==> config.mk <==
export PLATFORM = sky130hd
export DESIGN_NAME = sine_period_meter
export DESIGN_NICKNAME = d
export VERILOG_FILES = /design/src/rtl/sine_period_meter.sv
export SDC_FILE = /design/constraint.sdc
export NUM_CORES = 1
export LEC_CHECK = 0
export CAP_MARGIN = 20
export CELL_PAD_IN_SITES_DETAIL_PLACEMENT = 1
export CELL_PAD_IN_SITES_GLOBAL_PLACEMENT = 2
export CORE_UTILIZATION = 37
export DETAILED_ROUTE_END_ITERATION = 8
export PLACE_DENSITY = 0.92
export SYNTH_ARGS = -nofsm -noshare
export SYNTH_HDL_FRONTEND = slang
export SYNTH_SLANG_ARGS = --single-unit
==> constraint.sdc <==
create_clock -name clk -period 4.2 [get_ports clk]
set_input_delay 0.63 -clock clk [delete_from_list [all_inputs] [get_ports clk]]
set_output_delay 0.63 -clock clk [all_outputs]
set_load 0.01 [all_outputs]
==> src/rtl/sine_period_meter.sv <==
// rtl/sine_period_meter.sv - period and amplitude meter for an offset-binary sine sample stream
// Rising midpoint crossings with hysteresis delimit periods; min/max tracked per period.
module sine_period_meter #(
    parameter int MID  = 127,
    parameter int HYST = 4,
    parameter int PW   = 16
) (
    input  logic          clk,
    input  logic          rst,
    input  logic          in_valid,
    input  logic [7:0]    in_sample,
    output logic          meas_valid,
    output logic [PW-1:0] period,
    output logic [7:0]    vmax,
    output logic [7:0]    vmin,
    output logic [7:0]    p2p,
    output logic          locked,
    output logic          timeout
);

    localparam logic [7:0]    LO_TH   = 8'(MID - HYST);
    localparam logic [7:0]    HI_TH   = 8'(MID + HYST);
    localparam logic [PW-1:0] CNT_MAX = '1;
    localparam logic [PW-1:0] CNT_ONE = {{(PW-1){1'b0}}, 1'b1};

    typedef enum logic {SEEK_LOW, SEEK_HIGH} state_t;

    state_t        state, state_nxt;
    logic [PW-1:0] cnt;
    logic [7:0]    run_max, run_min;
    logic          low_ev, high_ev, crossing, advance, saturate;

    always_comb begin
        low_ev    = in_valid && (in_sample < LO_TH);
        high_ev   = in_valid && (in_sample > HI_TH);
        crossing  = (state == SEEK_HIGH) && high_ev;
        advance   = in_valid && !crossing && locked;
        saturate  = advance && (cnt == CNT_MAX);
        state_nxt = state;
        case (state)
            SEEK_LOW:  if (low_ev)  state_nxt = SEEK_HIGH;
            SEEK_HIGH: if (high_ev) state_nxt = SEEK_LOW;
            default:   state_nxt = SEEK_LOW;
        endcase
        // A saturated count means the input lost its periodicity: re-arm from scratch.
        if (saturate) state_nxt = SEEK_LOW;
    end

    always_ff @(posedge clk or posedge rst) begin
        if (rst) state <= SEEK_LOW;
        else     state <= state_nxt;
    end

    always_ff @(posedge clk or posedge rst) begin
        if (rst) begin
            locked     <= 1'b0;
            cnt        <= '0;
            run_max    <= 8'd0;
            run_min    <= 8'd255;
            meas_valid <= 1'b0;
            timeout    <= 1'b0;
            period     <= '0;
            vmax       <= 8'd0;
            vmin       <= 8'd0;
            p2p        <= 8'd0;
        end else begin
            meas_valid <= 1'b0;
            timeout    <= 1'b0;
            if (crossing) begin
                if (locked) begin
                    period     <= cnt;
                    vmax       <= run_max;
                    vmin       <= run_min;
                    p2p        <= run_max - run_min;
                    meas_valid <= 1'b1;
                end
                // The crossing sample opens the new period.
                locked  <= 1'b1;
                cnt     <= CNT_ONE;
                run_max <= in_sample;
                run_min <= in_sample;
            end else if (saturate) begin
                timeout <= 1'b1;
                locked  <= 1'b0;
            end else if (advance) begin
                cnt <= cnt + CNT_ONE;
                if (in_sample > run_max) run_max <= in_sample;
                if (in_sample < run_min) run_min <= in_sample;
            end
        end
    end

endmodule

==> results.txt <==
# IOs - 54
Max Clock Skew - 0.0108 ns
P&R area growth vs syn - 21.7%
Startpoint Class - input pin
DR vias/cell - 5.44
Status - finished clean
Max VDD drop - 0.000228 V
Syn Inst Count - 421
Remaining antenna violation count - 0
Slew Viols, Final - 0
TNS Setup - 0 ns
Hold Path End - vmin[5]
Cts repair resizes - 0
Crit share post-route - 0.693
Synth area leader - dfrtp_1
Core footprint - 10400 um^2
R2R Setup Slk - 1.88 ns
Hold WS - 0.481 ns
Final setup fails - 0
Final core occ - 0.471
Synth Register Bits - 76
Synth Area in Compound Gates - 0.145
Clock latency on the worst-skew pair - 0.37 ns
Share of layout cells above drive strength 1 - 0.0983
Cell-internal power - 1950 uW
Final worst path period need - 2.91 ns
Routability cong. - 0.864
Synth warn - 0
Largest net degree at the start of global routing - 49
Adder-Cell Fraction of Synth Area - 0.0764
Post-route DRC - 0
Sequential area share after synthesis - 0.475
Worst-Margin Slew - 0.718 ns
Vias in the first global route - 3504
Critical path arrival - 3.21 ns
Initial antenna violation count - 0
Fmax - 343 MHz
Count of input and output buffers - 53
Antenna cells - 0
Setup crit start - in_sample[3]
Nets - 508
Worst r2r dst - run_max[4]
Mapped Area - 4030 um^2
Req. time, crit path - 4.50 ns
Fillers - 1200
Mapped Avg Cell Area - 9.57 um^2
GRT Util Overall - 0.208
Max-Cap Viols - 0
Clock Sinks - 76
CP max FO - 33
First-pass GRT wire length - 17.9 mm
Ys flop type - dfrtp_1
CTS max path bufs - 2
Reg2reg path depth - 5
Sequential Power Share - 0.369
Yosys top cell area share - 0.422
DIE WIDTH - 106 um
Routed wire length - 10.7 mm
Logic pwr share - 0.443
TritonRoute pass-1 iters - 4
CTS Root Cell - clkbuf_8
GRT overflow - 0
Path type of the worst min-delay path - flop to flop
Post-synth ARST share - 1.00
Simple-Gate Fraction of Synth Area - 0.201
Starting Density - 0.387
DIE HEIGHT - 106 um
Critical path class - input pin to flop
Pwr/cell area - 640 nW/um^2
Clock network power share - 0.188
R2r startpoint - cnt[2]
Hold path depth - 2
Hold Vio Cnt, Final - 0
Top post-synthesis cells by area - dfrtp_1 (42%), nand2_1 (8.2%), ha_1 (7.1%), dfstp_2 (5.2%), o21ai_0 (3.5%)
Via count - 3341
RSZ-0062 raised after global routing - false
Critical Path End Type - flop
Largest family of logic cells by synthesized area - simple AND/OR/NAND/NOR gates
Post-Synth XOR/XNOR Area - 0.0391
Mapped Nets - 456
Dpl hpwl - 7.77 mm
Synth cell types - 49
Row count - 37
CTS tree - built
Post-synth EDFFs - 0
Post-CTS setup repair buffer count - 0
Switching power total - 1190 uW
Post-synthesis mux area share - 0.0224
Iteration-0 DRC Markers - 166
Routed wire length per instance - 17.4 um
Clock transition at path regs - 0.08 ns
Leak - 0.00218 uW
Htree depth - 3
Cts bufs inserted - 9
Worst hold start - vmin[5]
Net Sw Frac - 0.379
Hold buffer count at cts - 0
Die Area - 11300 um^2
Worst slew margin - 0.521
per-layer routing:
layer  wire [um]  global-route usage  share of wire
met4         214              0.0903          0.020
met1        5100               0.286           0.48
met5           0                   0              0
met3         352              0.0282          0.033
met2        5030               0.326           0.47
power groups by stage:
stage / sequential, uW / combinational, uW / clock, uW
floorplan: 1190 / 792 / 0
global placement: 1160 / 1320 / 0
detailed placement: 1170 / 1390 / 0
CTS: 1160 / 1400 / 598
global route: 1190 / 1540 / 628
finish: 1160 / 1390 / 590
state kept, by name, indices dropped and copies added, names as in the netlist:
register,count
p2p,8
locked,1
meas_valid,1
timeout,1
run_max,8
cnt,16
vmax,8
state,1
run_min,8
period,16
vmin,8
cell usage after synthesis, drive strengths merged (3+ instances only):
master / n
o211ai: 10
clkbuf: 12
or3: 3
o21a: 7
xor2: 8
nor3: 14
xnor2: 10
buf: 7
mux2: 8
o31ai: 4
ha: 23
dfstp: 8
nand3: 16
dfrtp: 68
a211oi: 6
nand2: 88
a221oi: 7
or4: 9
nor2: 21
inv: 20
o21ai: 28
a21oi: 9
and3: 3
o2111ai: 3
nand4: 6
critical path: stages:
cell and delay (ns):
clkdlybuf4s50_1 0.55, or4_1 0.67, o2111a_2 0.54, nor3_4 0.49, a221oi_1 0.17, nand3_1 0.14
through the flow:
step                total power, uW  instance area, um^2  setup slack (ns)  std cells
detailed placement             2560                 4700             0.910        598
CTS                            3160                 4900              1.30        614
global placement               2480                 4700             0.957        598
global route                   3360                 4900              1.19        614
floorplan                      1980                 4030              1.64        421
finish                         3140                 4900              1.29        614
cell families (layout without fill, tap and decap cells):
family / count (synthesis) / after routing
AOI/OAI and AO/OA: 84 / 84
xor gates and xnor gates: 18 / 18
adders and majority gates: 24 / 24
DFF: 76 / 76
muxes: 8 / 8
and+or+nand+nor: 172 / 172
buffers and inverters: 39 / 96
how the worst max path moves through the flow:
| stage | endpoint | slack [ns] | depth (start not counted) |
|---|---|---|---|
| finish | run_max[4] | 1.29 | 6 |
| floorplan | cnt[0] | 1.64 | 1 |
| global route | p2p[4] | 1.19 | 6 |
| detailed placement | run_min[4] | 0.91 | 5 |
| CTS | run_min[4] | 1.30 | 5 |
| global placement | run_min[7] | 0.96 | 5 |
cells in the final DEF (no fill, tap or decap), types with 3 or more instances in the layout:
cell,n
clkbuf_8,11
inv_1,18
buf_4,7
nor3_1,12
ha_1,23
nand2_1,88
and3_1,3
a221oi_1,7
nand4_1,5
dfrtp_1,68
xnor2_1,10
o31ai_1,4
dfstp_2,8
or4_1,9
nand3_1,16
mux2_2,8
nor2_1,21
clkdlybuf4s50_1,53
o21a_1,7
xor2_1,8
a21oi_1,8
o211ai_1,10
or3_1,3
a211oi_1,6
o21ai_0,28
cell type report:
class                   instances  area, um^2  share of cell area
flip-flops and latches         76        1910               0.390
clock buffers                  12         155              0.0316
well taps                     136         170              0.0347
inverters                      20        75.1              0.0153
repair buffers                 60         583               0.119
multi-input cells             306        1960               0.400
clock inverters                 4        47.5             0.00970
No activity file was read; power rests on OpenSTA's default activity.
